### config.mk
export PLATFORM = sky130hd
export DESIGN_NAME = instr_fetch_flat
export DESIGN_NICKNAME = d
export VERILOG_FILES = /design/src/rtl/instr_fetch_if.sv /design/src/rtl/instr_fetch.sv /design/src/flat_wrapper.sv
export SDC_FILE = /design/constraint.sdc
export NUM_CORES = 1
export LEC_CHECK = 0
export CAP_MARGIN = 20
export CORE_ASPECT_RATIO = 0.75
export CORE_MARGIN = 5
export CORE_UTILIZATION = 55
export CTS_BUF_LIST = sky130_fd_sc_hd__clkbuf_2
export DETAILED_ROUTE_END_ITERATION = 8
export GPL_ROUTABILITY_DRIVEN = 0
export PLACE_DENSITY_LB_ADDON = 0.08
export REMOVE_ABC_BUFFERS = 1
export SYNTH_ARGS = -nofsm -noshare
export SYNTH_HDL_FRONTEND = slang
export SYNTH_SLANG_ARGS = --single-unit
### constraint.sdc
create_clock -name clk -period 4.19 [get_ports clk]
set_input_delay 0.838 -clock clk [delete_from_list [all_inputs] [get_ports clk]]
set_output_delay 0.838 -clock clk [all_outputs]
set_load 0.03 [all_outputs]
### src/rtl/instr_fetch_if.sv
// Bundled PC, byte-memory and decoded-instruction signals of the instr_fetch block.
// The slave modport is the fetch unit; the master modport is the surrounding environment.
interface instr_fetch_if #(
   parameter int ADDR_W = 64
);
   logic              pc_valid;
   logic [ADDR_W-1:0] pc_addr;
   logic              pc_ready;
   logic              mem_req;
   logic [ADDR_W-1:0] mem_addr;
   logic              mem_rvalid;
   logic [7:0]        mem_rdata;
   logic              out_valid;
   logic              out_ready;
   logic [3:0]        icode;
   logic [3:0]        ifun;
   logic [3:0]        rA;
   logic [3:0]        rB;
   logic [63:0]       valC;
   logic [ADDR_W-1:0] valP;
   logic              instr_err;

   modport slave (
      input  pc_valid, pc_addr, mem_rvalid, mem_rdata, out_ready,
      output pc_ready, mem_req, mem_addr, out_valid,
      output icode, ifun, rA, rB, valC, valP, instr_err
   );

   modport master (
      output pc_valid, pc_addr, mem_rvalid, mem_rdata, out_ready,
      input  pc_ready, mem_req, mem_addr, out_valid,
      input  icode, ifun, rA, rB, valC, valP, instr_err
   );
endinterface

### src/rtl/instr_fetch.sv
// Y86-style instruction fetch: reads one byte per handshake and assembles the decoded fields.
// Optional INSTR_CHECK_EN flags icode values above 11 through instr_err.
module instr_fetch #(
   parameter int ADDR_W = 64
) (
   input  logic        clk,
   input  logic        rst_n,
   instr_fetch_if.slave bus,
   output logic [1:0]  dbg_state
);

   // Handshakes: a transfer happens on a rising edge where valid and ready are both 1
   // (pc: pc_valid/pc_ready, memory: mem_req/mem_rvalid, result: out_valid/out_ready);
   // the side raising valid holds it and its payload stable until the transfer.
   typedef enum logic [1:0] {
      IDLE  = 2'd0,
      FETCH = 2'd1,
      DONE  = 2'd2
   } state_t;

   state_t            state_q, state_d;
   logic [ADDR_W-1:0] pc_q;
   logic [ADDR_W-1:0] valp_q;
   logic [3:0]        idx_q;
   logic [3:0]        len_q;
   logic [3:0]        icode_q;
   logic [3:0]        ifun_q;
   logic [3:0]        ra_q;
   logic [3:0]        rb_q;
   logic [63:0]       valc_q;

   logic              xfer;
   logic [3:0]        len0;
   logic [3:0]        cur_len;
   logic              last_byte;

   function automatic logic [3:0] decode_len(input logic [3:0] ic);
      logic [3:0] len;
      case (ic)
         4'h0, 4'h1, 4'h9:        len = 4'd1;
         4'h2, 4'h6, 4'hA, 4'hB:  len = 4'd2;
         4'h3, 4'h4, 4'h5:        len = 4'd10;
         4'h7, 4'h8:              len = 4'd9;
         default:                 len = 4'd1;
      endcase
      return len;
   endfunction

   // Byte 0 decides the length in the same cycle it arrives, so a 1-byte instruction ends there.
   assign xfer      = (state_q == FETCH) && bus.mem_rvalid;
   assign len0      = decode_len(bus.mem_rdata[7:4]);
   assign cur_len   = (idx_q == 4'd0) ? len0 : len_q;
   assign last_byte = xfer && (idx_q == cur_len - 4'd1);

   always_ff @(posedge clk or negedge rst_n) begin
      if (!rst_n) state_q <= IDLE;
      else        state_q <= state_d;
   end

   always_comb begin
      state_d = state_q;
      case (state_q)
         IDLE:    if (bus.pc_valid)  state_d = FETCH;
         FETCH:   if (last_byte)     state_d = DONE;
         DONE:    if (bus.out_ready) state_d = IDLE;
         default:                    state_d = IDLE;
      endcase
   end

   assign dbg_state     = state_q;
   assign bus.pc_ready  = (state_q == IDLE);
   assign bus.mem_req   = (state_q == FETCH);
   assign bus.out_valid = (state_q == DONE);
   assign bus.mem_addr  = pc_q + ADDR_W'(idx_q);
   assign bus.icode     = icode_q;
   assign bus.ifun      = ifun_q;
   assign bus.rA        = ra_q;
   assign bus.rB        = rb_q;
   assign bus.valC      = valc_q;
   assign bus.valP      = valp_q;

   always_ff @(posedge clk or negedge rst_n) begin
      if (!rst_n) begin
         pc_q    <= '0;
         valp_q  <= '0;
         idx_q   <= 4'd0;
         len_q   <= 4'd1;
         icode_q <= 4'h0;
         ifun_q  <= 4'h0;
         ra_q    <= 4'hF;
         rb_q    <= 4'hF;
         valc_q  <= 64'd0;
      end else begin
         if ((state_q == IDLE) && bus.pc_valid) begin
            pc_q  <= bus.pc_addr;
            idx_q <= 4'd0;
         end
         if (xfer) begin
            idx_q <= idx_q + 4'd1;
            if (idx_q == 4'd0) begin
               icode_q <= bus.mem_rdata[7:4];
               ifun_q  <= bus.mem_rdata[3:0];
               len_q   <= len0;
               ra_q    <= 4'hF;
               rb_q    <= 4'hF;
               valc_q  <= 64'd0;
               valp_q  <= pc_q + ADDR_W'(len0);
            end else if (((len_q == 4'd2) || (len_q == 4'd10)) && (idx_q == 4'd1)) begin
               ra_q <= bus.mem_rdata[7:4];
               rb_q <= bus.mem_rdata[3:0];
            end else if ((len_q == 4'd9) || (len_q == 4'd10)) begin
               // Shifting in from the top leaves the lowest-address byte in valC[7:0] after 8 bytes.
               valc_q <= {bus.mem_rdata, valc_q[63:8]};
            end
         end
      end
   end

`ifdef INSTR_CHECK_EN
   logic err_q;

   always_ff @(posedge clk or negedge rst_n) begin
      if (!rst_n)                        err_q <= 1'b0;
      else if (xfer && (idx_q == 4'd0))  err_q <= (bus.mem_rdata[7:4] > 4'd11);
   end

   assign bus.instr_err = err_q;
`else
   assign bus.instr_err = 1'b0;
`endif

endmodule

### src/flat_wrapper.sv
// flat-port wrapper written by rule: the top's interface ports become plain ports
module instr_fetch_flat 
#(
   parameter int ADDR_W = 64
)
  (clk, rst_n, dbg_state, bus_pc_valid, bus_pc_addr, bus_mem_rvalid, bus_mem_rdata, bus_out_ready, bus_pc_ready, bus_mem_req, bus_mem_addr, bus_out_valid, bus_icode, bus_ifun, bus_rA, bus_rB, bus_valC, bus_valP, bus_instr_err);
  instr_fetch_if #(.ADDR_W(ADDR_W)) bus_i ();
  input  logic clk;
  input  logic rst_n;
  output logic [1:0] dbg_state;
  input wire logic [$bits(bus_i.pc_valid)-1:0] bus_pc_valid;
  input wire logic [$bits(bus_i.pc_addr)-1:0] bus_pc_addr;
  input wire logic [$bits(bus_i.mem_rvalid)-1:0] bus_mem_rvalid;
  input wire logic [$bits(bus_i.mem_rdata)-1:0] bus_mem_rdata;
  input wire logic [$bits(bus_i.out_ready)-1:0] bus_out_ready;
  output wire logic [$bits(bus_i.pc_ready)-1:0] bus_pc_ready;
  output wire logic [$bits(bus_i.mem_req)-1:0] bus_mem_req;
  output wire logic [$bits(bus_i.mem_addr)-1:0] bus_mem_addr;
  output wire logic [$bits(bus_i.out_valid)-1:0] bus_out_valid;
  output wire logic [$bits(bus_i.icode)-1:0] bus_icode;
  output wire logic [$bits(bus_i.ifun)-1:0] bus_ifun;
  output wire logic [$bits(bus_i.rA)-1:0] bus_rA;
  output wire logic [$bits(bus_i.rB)-1:0] bus_rB;
  output wire logic [$bits(bus_i.valC)-1:0] bus_valC;
  output wire logic [$bits(bus_i.valP)-1:0] bus_valP;
  output wire logic [$bits(bus_i.instr_err)-1:0] bus_instr_err;
  assign bus_i.pc_valid = bus_pc_valid;
  assign bus_i.pc_addr = bus_pc_addr;
  assign bus_i.mem_rvalid = bus_mem_rvalid;
  assign bus_i.mem_rdata = bus_mem_rdata;
  assign bus_i.out_ready = bus_out_ready;
  assign bus_pc_ready = bus_i.pc_ready;
  assign bus_mem_req = bus_i.mem_req;
  assign bus_mem_addr = bus_i.mem_addr;
  assign bus_out_valid = bus_i.out_valid;
  assign bus_icode = bus_i.icode;
  assign bus_ifun = bus_i.ifun;
  assign bus_rA = bus_i.rA;
  assign bus_rB = bus_i.rB;
  assign bus_valC = bus_i.valC;
  assign bus_valP = bus_i.valP;
  assign bus_instr_err = bus_i.instr_err;
  instr_fetch #(.ADDR_W(ADDR_W)) u_core (.clk(clk), .rst_n(rst_n), .bus(bus_i), .dbg_state(dbg_state));
endmodule
Word-level counts from Yosys, hierarchy flattened
Memories as Yosys holds them, arrays and structs flattened. Index checks and enable logic that the tools add are counted.

Shifts and indexed selects: 0. Bitwise gates (word level): 0. Add/sub/neg operators: 4. Reductions and logical operators: 15. Magnitude comparators: 0. Multiplexer cells: 14. Equal/unequal tests: 11. Multipliers: 0. Div/mod/pow operators: 0.

Operator list (count): $mux W64 (3); $add A64 B4 Y64 (2); $mux W4 (7); $eq A4 B4 Y1 const B (2); $mux W2 (3); $pmux W2 S3 (1); $reduce_and A3 Y1 (2); $reduce_bool A2 Y1 (3); $add A4 B1 Y4 const B (1); $eq A4 B1 Y1 const B (1); $eq A4 B2 Y1 const B (1); $eq A4 B4 Y1 (1); $logic_and A1 B1 Y1 (4); $logic_not A4 Y1 (1); $ne A2 B1 Y1 const B (2); $ne A2 B2 Y1 const B (2); $reduce_and A2 Y1 (2); $sub A4 B1 Y4 const B (1); $eq A2 B1 Y1 const B (1); $eq A2 B2 Y1 const B (1); $logic_not A2 Y1 (1); $logic_or A1 B1 Y1 (2).

Register bits after elaboration: 218. RAM bits: 0. Logic and storage cells: 55. Bits in read-only memories: 48. Output and inout bits: 214. Latch bits: 0. Memories kept: 1. Input port bits: 77.

Memories: (name not given) (words 16, width 3, rd ports 1, clocked after memory_dff 0, write ports 0, line instr_fetch.sv:39) `case (ic)`.

Depth between registers and ports, before layout
Gate-level depths: netlist of the first run.

Word-level depth: 7. Depth in mapped cells: 13. Gate-level depth less buffers: 11.

Least setup slack after synthesis of the first run
OpenSTA, ideal clock, no wires.

Kind: in2reg. Start point: input bus_mem_rdata[5]. End point: register u_core.valp_q[52], in the netlist u_core.bus.valP[52]. Stages on the path: 13. Data required time: 4.056 ns. Data arrival time: 3.454 ns. Setup time: 0.134 ns. Slack: 0.602 ns. Buffers on the path: 2. Path through: clkbuf_1 -> a21oi_1 -> mux2i_1 -> ha_1 -> inv_1 -> fa_1 -> nand3b_1 -> a21oi_1 -> clkbuf_1 -> nand3_1 -> nor3_1 -> xnor2_1 -> o21ai_0.

Cells in the longest elaborated chain, start to end: 2.

RTL lines: start: declaration (line flat_wrapper.sv:14) `input wire logic [$bits(bus_i.mem_rdata)-1:0] bus_mem_rdata;`; $mem_v2 Z16 W3; $add A64 B4 Y64 (line instr_fetch.sv:107) `valp_q <= pc_q + ADDR_W'(len0);`; end signal: assignment (line instr_fetch.sv:107); end: declaration (line instr_fetch.sv:23) `logic [ADDR_W-1:0] valp_q;`.

No other way between the ends. A chain may end at the register's enable or synchronous reset.

Worst setup path after layout of the first run
Start point: register u_core.idx_q[2]. End point: output bus_mem_addr[20].

Cells in the longest elaborated chain, start to end: 1.

RTL lines: start: declaration (line instr_fetch.sv:24) `logic [3:0] idx_q;`; start signal: assignment (line instr_fetch.sv:99) `idx_q <= idx_q + 4'd1;`; $add A64 B4 Y64 (line instr_fetch.sv:74) `assign bus.mem_addr = pc_q + ADDR_W'(idx_q);`; end: declaration (line flat_wrapper.sv:18) `output wire logic [$bits(bus_i.mem_addr)-1:0] bus_mem_addr;`.

No other way between the ends.

==> out/metrics.cfg, run 1 <==
[finish]
area_growth_pct = 33.3
final_util_pct = 75.4
drive_gt1_share_pct = 14.6
final_cell_area_sq_um = 14700
n_fill_cell = 1476
layout.nets = 1615

[global_route]
grt_pass1_wl_um = 55900
met1_usage_pct = 45.1
overflow = 0
busiest_layer = met1
grt_usage_pct = 30.3
grt_pass1_vias = 9939
use_met2_pct = 42.1
antenna_found_initial = 5
met3_usage_pct = 10.5
grt_start_max_net_pins = 105

[place]
port_buffers = 289
placed_cell_area_sq_um = 14200
hpwl_um = 26400

[floorplanning]
core_region_area_sq_um = 19500
io_pins = 291
die_h_um = 133
start_util_pct = 56.6
die-area_sq_um = 23100
std_cell_rows = 44
die_w_um = 174

[timing]
finalMaxSlewViolations = 0
grt_setup_unrepaired = true
whs_ns = 0.0974
tightest_slew_ns = 1.10
min_period_over_period_pct = 98.0
max_freq_mhz = 244
setup-tns-final_ns = 0
relSlewSlack_pct = 26.4
hold_viol = 0
setup_violations = 0
min_period_ns = 4.11
finClkSkew_ns = 0.0652

[cts]
cts_hold_buf = 0
cts_htree_levels = 2
cts_tree = done
cts_buffers = 52
path_clk_slew_ns = 0.12
clk_latency_ns = 0.83
clock-sinks = 218
clockBufferDepth = 3
ctsRootBufferMaster = clkbuf_2

[logic_synthesis]
ys.flop_type = dfrtp_1
synth_top_area_cell = dfrtp_1
ys_seq_elements = 218
synth_area_leaders = dfrtp_1, nand2_1, xnor2_1, a22o_1, xor2_1
synth_seq_area_share_pct = 49.4
synth_top_area_share_pct = 47.3
synth-async-reset-ratio_pct = 100
synth_cell_types = 52
yosysWarningCount = 0
syn-cell-area_sq_um = 11100
synthCells = 1231
syn_area_per_cell_sq_um = 8.98
synth_edf_count = 0

[routing]
routed_wl_um = 36400
drt-pass1-iter-count = 5
detail_route.wl_per_cell_um = 20.0
ant_nets = 0
drc_errors = 0
avgViaCountPerCell = 5.74
drt-initial-drc-count = 1250
vias = 10427

[critical_path]
endpoint_kind = primary output
cp_slowest_cell = o211ai_1
crit_path_start_kind = register
critPathKind = reg -> out
worstPathRequired_ns = 3.35
critPathTopFamily = compound AO/OA/AOI/OAI gates
crit_fanout = 6
crit_path_max_incr_delay_ns = 0.56
crit_arrival_ns = 3.27
path_cells = ha_1, nor2b_1, o21a_1, o211ai_1, xnor2_1, dlygate4sd2_1
crit_buf_inv = 1

[status]
status = completed

[power]
ir_drop_mv = 0.880
leakagePower_nw = 6.66
power_mw = 10.7
powerDensity_nw_per_um2 = 726

[run]
timing.max_cap.violations = 0

[min_path]
hold_path.class = in -> async

==> worst reg2reg max path: cells and delay by family (launching register included) <==
kind             cells  cell delay, ns
AND/OR/NAND/NOR      4            1.88
flip-flops           1            0.53
XOR/XNOR             1            0.16
AO/OA/AOI/OAI        1            0.06
==> state kept, by name (all words and copies together) (netlist names) <==
name and cells:
u_core.bus.icode 4, u_core.bus.ifun 4, u_core.bus.rA 4, u_core.bus.rB 4, u_core.bus.valC 64, u_core.bus.valP 64
u_core.dbg_state 2, u_core.idx_q 4, u_core.len_q 4, u_core.pc_q 64
==> cell families (layout without fill, tap and decap cells) <==
logic type / count (synthesis) / count (layout) / share of synthesized area, %
simple gates: 597 / 597 / 24.3
compound gates: 154 / 154 / 9.51
other cells: 1 / 3 / 0.0339
fa+ha+maj: 13 / 13 / 1.61
buf+inv: 113 / 445 / 4.32
xor+xnor: 131 / 131 / 10.4
mux: 4 / 4 / 0.362
flops: 218 / 218 / 49.4
==> area by class of cell <==
cell class              count  area (sq um)  area share [%]
diodes                      2          5.00          0.0340
inverters                  14          52.6           0.357
clock buffers              78           390            2.65
clock inverters            14          67.6           0.459
repair buffers            339          3150            21.3
well taps                 253           317            2.15
flip-flops and latches    218          5480            37.2
multi-input cells         900          5280            35.8
==> where the power goes <==
part | internal [mW] | switching [mW] | total [mW] | leakage (nW)
combinational | 2.06 | 3.49 | 5.55 | 3.50
clock | 0.499 | 0.883 | 1.38 | 0.350
sequential | 2.84 | 0.931 | 3.77 | 2.81
==> timing repair <==
action | CTS | global route
buffers inserted | 1 | 10
endpoints found under the setup margin | 57 | 51
pin swaps | 1 | 7
resized for setup | 116 | 70
==> worst paths after layout <==
| kind | start | to | slack (ns) | cells past startpoint |
|---|---|---|---|---|
| worst max-delay path | u_core.idx_q[2]$_DFFE_PN0P_ | bus_mem_addr[20] | 0.08 | 6 |
| worst min-delay path | rst_n | u_core.len_q[1]$_DFFE_PN0P_ | 0.1 | 1 |
| worst max register to register | u_core.pc_q[4]$_DFFE_PN0P_ | u_core.bus.valP[63]$_DFFE_PN0P_ | 1.40 | 6 |
| worst min register to register | u_core.bus.valP[59]$_DFFE_PN0P_ | u_core.bus.valP[59]$_DFFE_PN0P_ | 0.49 | 2 |
| max in group asynchronous | rst_n | u_core.pc_q[30]$_DFFE_PN0P_ | 3.12 | 2 |
| min in group clk | u_core.bus.valP[59]$_DFFE_PN0P_ | u_core.bus.valP[59]$_DFFE_PN0P_ | 0.49 | 2 |
==> placed cells by master (no fill, tap or decap), drive strengths merged, types with 8 or more instances in the layout <==
cell           synthesis  layout
clkinv                 0      12
nor3                  25      25
clkbuf                71      96
o21ai                 72      72
nor2                  68      68
buf                   28      63
xor2                  58      58
nand3                 42      42
dfrtp                209     209
dfstp                  9       9
clkdlybuf4s50          0     229
nand2                353     353
ha                    11      11
nor4                  22      22
a22o                  65      65
xnor2                 73      73
dlygate4sd2            0      22
and4                   8       8
nand4                 41      41
inv                   14      14
==> per-layer routing <==
metal | wire (um) | up-vias | share of wire (%)
li1 | - | 4740 | -
met3 | 4840 | 73 | 13
met2 | 15000 | 699 | 41
met4 | 735 | 4 | 2.0
met5 | 21 | - | 0.058
met1 | 15800 | 4911 | 43
==> per-stage QoR <==
stage                     instances  worst slack, ns
after floorplan                1132           -0.561
after global placement         1713            0.241
after detailed placement       1713            0.103
after CTS                      1806          0.00671
after global routing           1818          -0.0520
final                          1818           0.0832
==> cells in the mapped netlist, types with 9 or more instances <==
library cell / instances
nand3_1: 42
nor3_1: 23
nor2_1: 66
nand4_1: 40
inv_1: 14
xor2_1: 58
buf_2: 17
a22o_1: 65
o21ai_0: 64
dfstp_2: 9
ha_1: 11
nor4_1: 20
dfrtp_1: 209
clkbuf_1: 69
nand2_1: 353
xnor2_1: 73
(Power assumes the default switching activity.)
==> run 2, diff against run 1 <==
Settings changed: CORE_UTILIZATION 55 to 53, CTS_BUF_LIST sky130_fd_sc_hd__clkbuf_2 to default.
==> run 2 against run 1 <==
Compared with the run above: core utilization is 1.9 points lower; total power is 5.4% higher; sequential power is 1% lower; first-iteration DRC count is 4.9% higher; final area is 1.6% higher; routed wire length is 0.85% lower; largest cell class unchanged; highest routed layer is now met4.
==> out/metrics.cfg, run 2 (synthesis gave the netlist of run 1 again) <==
[status]
status = completed

[finish]
area_growth_pct = 35.4
layout.nets = 1584
final_common_cell = nand2_1
final_cell_area_sq_um = 15000
final_cell_mix = nand2_1, clkdlybuf4s50_1, dfrtp_1
final_cells = 1791
multi_input_area_sq_um = 5170
n_fill_cell = 1604
drive_gt1_share_pct = 8.75
ff_latch_area_sq_um = 5470

[critical_path]
path_cells = ha_1, o21ai_0, o21bai_1, buf_4, nand2_1, nor2_1, buf_4, nand2_1, xnor2_1, clkdlybuf4s50_1
crit_arrival_ns = 3.27
crit_buf_inv = 3
crit_fanout = 7
crit_path_start_kind = register
crit_path_max_incr_delay_ns = 0.71
endpoint_kind = primary output
critPathKind = reg -> out
critPathTopFamily = buffers and inverters
worstPathRequired_ns = 3.35
cp_slowest_cell = clkdlybuf4s50_1

[routing]
drt-initial-drc-count = 1311
avgViaCountPerCell = 5.68
detail_route.wl_per_cell_um = 20.1
drt-pass1-iter-count = 5
routed_wl_um = 36100
drc_errors = 0
vias = 10175
ant_nets = 0

[place]
placed_cell_area_sq_um = 14300
hpwl_um = 27000
dp.cells = 1752
port_buffers = 289

[floorplanning]
die-area_sq_um = 23900
core_region_area_sq_um = 20400
start_util_pct = 54.2
die_w_um = 177
std_cell_rows = 45
io_pins = 291
die_h_um = 135

[cts]
clock-sinks = 218
cts_tree = done
clockBufferDepth = 3
path_clk_slew_ns = 0.07
clk_latency_ns = 0.50
cts_hold_buf = 0
cts_htree_levels = 1
cts_buffers = 22
postCtsSetupRepairBufs = 0
ctsRootBufferMaster = clkbuf_16

[global_route]
grt_start_max_net_pins = 112
grt_usage_pct = 29.6
grt_pass1_vias = 9758
antenna_found_initial = 1
overflow = 0
grt_pass1_wl_um = 56000

[timing]
hold_viol = 0
relSlewSlack_pct = 41.3
min_period_ns = 4.11
grt_setup_unrepaired = false
tightest_slew_ns = 0.881
max_freq_mhz = 244
setup_violations = 0
finClkSkew_ns = 0.00993
min_period_over_period_pct = 98.0
finalMaxSlewViolations = 0

[power]
ir_drop_mv = 0.744
leakagePower_nw = 6.68
powerDensity_nw_per_um2 = 753

[run]
timing.max_cap.violations = 0

[min_path]
hold_path.class = in -> async

-- run 2: changes by cell type in the layout (fill, tap and decap cells not counted), sizes merged --
| cell | change |
|---|---|
| buf | -6 |
| bufinv | +1 |
| clkbuf | -51 |
| clkdlybuf4s15 | -5 |
| clkdlybuf4s50 | +23 |
| clkinv | -10 |
| clkinvlp | -2 |
| diode | -1 |
| dlygate4sd2 | -13 |
| dlymetal6s2s | +8 |
-- run 2: path summary, 6_finish.rpt --
path                                                 startpoint                              end  slack [ns]  cells after the start
max in group asynchronous                                 rst_n     u_core.bus.rB[0]$_DFFE_PN1P_        2.88                      2
worst min register to register  u_core.bus.icode[0]$_DFFE_PN0P_  u_core.bus.icode[0]$_DFFE_PN0P_        0.47                      2
worst max register to register       u_core.pc_q[9]$_DFFE_PN0P_  u_core.bus.valP[59]$_DFFE_PN0P_        1.47                      6
worst max-delay path                 u_core.pc_q[2]$_DFFE_PN0P_                 bus_mem_addr[29]        0.08                     10
worst min-delay path                                      rst_n   u_core.bus.valC[4]$_DFFE_PN0P_        0.42                      1
min in group clk                u_core.bus.icode[0]$_DFFE_PN0P_  u_core.bus.icode[0]$_DFFE_PN0P_        0.47                      2
-- run 2: per-stage QoR --
step | hold slack [ns] | setup TNS (ns) | setup WS (ns) | power, mW | utilization (%)
after detailed placement | 0.462 | 0 | 0.162 | 9.42 | 70.2
after global placement | 0.457 | 0 | 0.304 | 9.32 | 70.2
final | 0.423 | 0 | 0.0844 | 11.3 | 73.5
after global routing | 0.477 | 0 | 0.000789 | 11.8 | 73.5
after CTS | 0.445 | -0.0125 | -0.0125 | 11.3 | 73.5
after floorplan | 0.478 | -28.83 | -0.561 | 6.81 | -
-- run 2: cell type report --
class                           count  area share (%)
Clock buffer                       35            4.28
Sequential cell                   218            36.5
Clock inverter                      3           0.267
Multi-Input combinational cell    900            34.6
Antenna cell                        1          0.0167
Tap cell                          282            2.36
Inverter                           14           0.351
Timing Repair Buffer              338            21.6
-- run 2: repair_timing --
item	4_1_cts	5_1_grt
endpoints found under the hold margin	0	0
gates resized for setup	34	45
endpoints found under the setup margin	23	35
-- run 2: per-layer routing --
| metal | up-vias | global-route usage [%] | part of all wire [%] |
|---|---|---|---|
| li1 | 4648 | - | - |
| met2 | 588 | 40.3 | 40 |
| met5 | - | 0 | 0 |
| met4 | 0 | 7.73 | 3.0 |
| met1 | 4871 | 46.8 | 45 |
| met3 | 68 | 7.47 | 12 |
-- run 2: report_power, final --
| group | leakage (nW) | internal (mW) | switching (mW) |
|---|---|---|---|
| Clock | 0.332 | 1.11 | 0.802 |
| Combinational | 3.52 | 2.14 | 3.50 |
| Sequential | 2.82 | 2.84 | 0.891 |
==> run 3, diff against run 2 <==
Settings changed: CORE_ASPECT_RATIO 0.75 to default.
==> run 3 against run 2 <==
Compared with the run above: first-iteration DRC count shrank 46%; setup slack improved by 0.027 ns; hold slack lost 0.055 ns; critical path depth decreased by 2; clock-buffer cell count is 5 lower; die area is 0.12% lower; sequential power is 1% higher; sequential share of layout area decreased by 0.60 points; routed wire length shrank 2.4%; largest power group unchanged; highest routed layer unchanged.
==> out/metrics.cfg, run 3 (synthesis gave the netlist of run 1 again) <==
[status]
status = completed

[floorplanning]
core_region_area_sq_um = 20400
std_cell_rows = 52
io_pins = 291
start_util_pct = 54.3
die-area_sq_um = 23800
die_h_um = 154
die_w_um = 154

[cts]
cts_tree = done
cts_hold_buf = 0
cts_htree_levels = 1
cts_buffers = 24
ctsRootBufferMaster = clkbuf_16
path_clk_slew_ns = 0.06
clk_latency_ns = 0.52
clock-sinks = 218
clockBufferDepth = 3

[routing]
routed_wl_um = 35200
drt-pass1-iter-count = 6
ant_nets = 0
avgViaCountPerCell = 5.66
drc_errors = 0
detail_route.wl_per_cell_um = 19.8
drt-initial-drc-count = 706
vias = 10065

[timing]
relSlewSlack_pct = 41.4
hold_viol = 0
finClkSkew_ns = 0.0123
setup-tns-final_ns = 0
finalMaxSlewViolations = 0
min_period_ns = 4.08
max_freq_mhz = 245
setup_violations = 0
setup_slack_ns = 0.112
min_period_over_period_pct = 97.3
tightest_slew_ns = 0.879
whs_ns = 0.368
grt_setup_unrepaired = false

[critical_path]
path_common_cell = nand2_1
path_cells = nand4_1, nor4_1, buf_4, nand2_1, nor2_1, nand2_1, xnor2_1, clkdlybuf4s50_1
cp_slowest_cell = clkdlybuf4s50_1
crit_path_max_incr_delay_ns = 0.69
crit_fanout = 9
critPathKind = reg -> out
endpoint_kind = primary output
crit_path_start_kind = register
crit_buf_inv = 2
crit_arrival_ns = 3.24
worstPathRequired_ns = 3.35
critPathTopFamily = simple AND/OR/NAND/NOR gates

[power]
leakagePower_nw = 6.85
clkPwrFrac_pct = 18.8
ir_drop_mv = 0.502
switching_share_pct = 45.1
intPower_mw = 6.38
powerDensity_nw_per_um2 = 763
switchingPower_mw = 5.23
combPwrFrac_pct = 48.7
power_mw = 11.6
p_seq_share_pct = 32.5

[min_path]
hold_path.class = in -> async

[place]
placed_cell_area_sq_um = 14300
preCtsSetupSlack_ns = 0.225
dp.cells = 1732
port_buffers = 289
hpwl_um = 25700

[finish]
final_cell_area_sq_um = 15200
final_cell_mix = nand2_1, clkdlybuf4s50_1, dfrtp_1
final_common_cell = nand2_1
area_growth_pct = 37.6
final_util_pct = 74.7
layout.nets = 1580
drive_gt1_share_pct = 8.76
final_cells = 1778

[global_route]
grt_usage_pct = 28.8
grt_pass1_vias = 9915
overflow = 0
grt_pass1_wl_um = 55500
grt_start_max_net_pins = 114
antenna_found_initial = 2

[run]
timing.max_cap.violations = 0

-- run 3: power by group through the flow --
stage | clock network, mW | registers, mW | logic [mW]
4_1_cts | 2.20 | 3.73 | 5.70
3_5_place_dp | 0 | 3.75 | 5.72
5_1_grt | 2.29 | 3.85 | 6.07
2_1_floorplan | 0 | 4.32 | 2.49
3_3_place_gp | 0 | 3.73 | 5.65
6_report | 2.18 | 3.77 | 5.66
-- run 3: repair_timing --
item | in CTS | in global routing
hold endpoints to repair | 0 | 0
setup endpoints to repair | 32 | 35
gates resized for setup | 24 | 29
buffers inserted | 0 | 2
gates cloned | 0 | 0
pin swaps | 0 | 2
-- run 3: cell type report --
class,instances,area (sq um)
Sequential cell,218,5470
Multi-Input combinational cell,900,5170
Fill cell,1568,5150
Timing Repair Buffer,332,3360
Clock buffer,30,663
Tap cell,270,338
Clock inverter,12,156
Inverter,14,52.6
Antenna cell,2,5.00
-- run 3: worst register-to-register path, cell delays in order (launching register included) --
cell and delay (ns):
dfrtp_1 0.56, nand4_4 0.18, or4_1 0.70, or4_1 0.76, nor3_4 0.20, xnor2_1 0.17
o21ai_2 0.07
-- run 3: per-layer routing --
metal	wire, um	up-vias	GRT usage [%]
met1	14900	4845	41.0
met5	0	-	0
li1	-	4642	-
met4	1010	0	7.74
met2	15800	505	44.2
met3	3550	73	7.35
-- run 3: final timing paths --
check                                                start  cells past startpoint                              end  slack, ns
setup / recovery               u_core.pc_q[29]$_DFFE_PN0P_                      8                 bus_mem_addr[47]       0.11
hold / removal                                       rst_n                      1  u_core.bus.valC[10]$_DFFE_PN0P_       0.37
setup reg to reg                u_core.pc_q[9]$_DFFE_PN0P_                      6  u_core.bus.valP[63]$_DFFE_PN0P_       1.43
hold reg to reg            u_core.bus.icode[3]$_DFFE_PN0P_                      2  u_core.bus.icode[3]$_DFFE_PN0P_       0.48
max in group asynchronous                            rst_n                      2  u_core.bus.valP[62]$_DFFE_PN0P_       2.83
min in group clk           u_core.bus.icode[3]$_DFFE_PN0P_                      2  u_core.bus.icode[3]$_DFFE_PN0P_       0.48
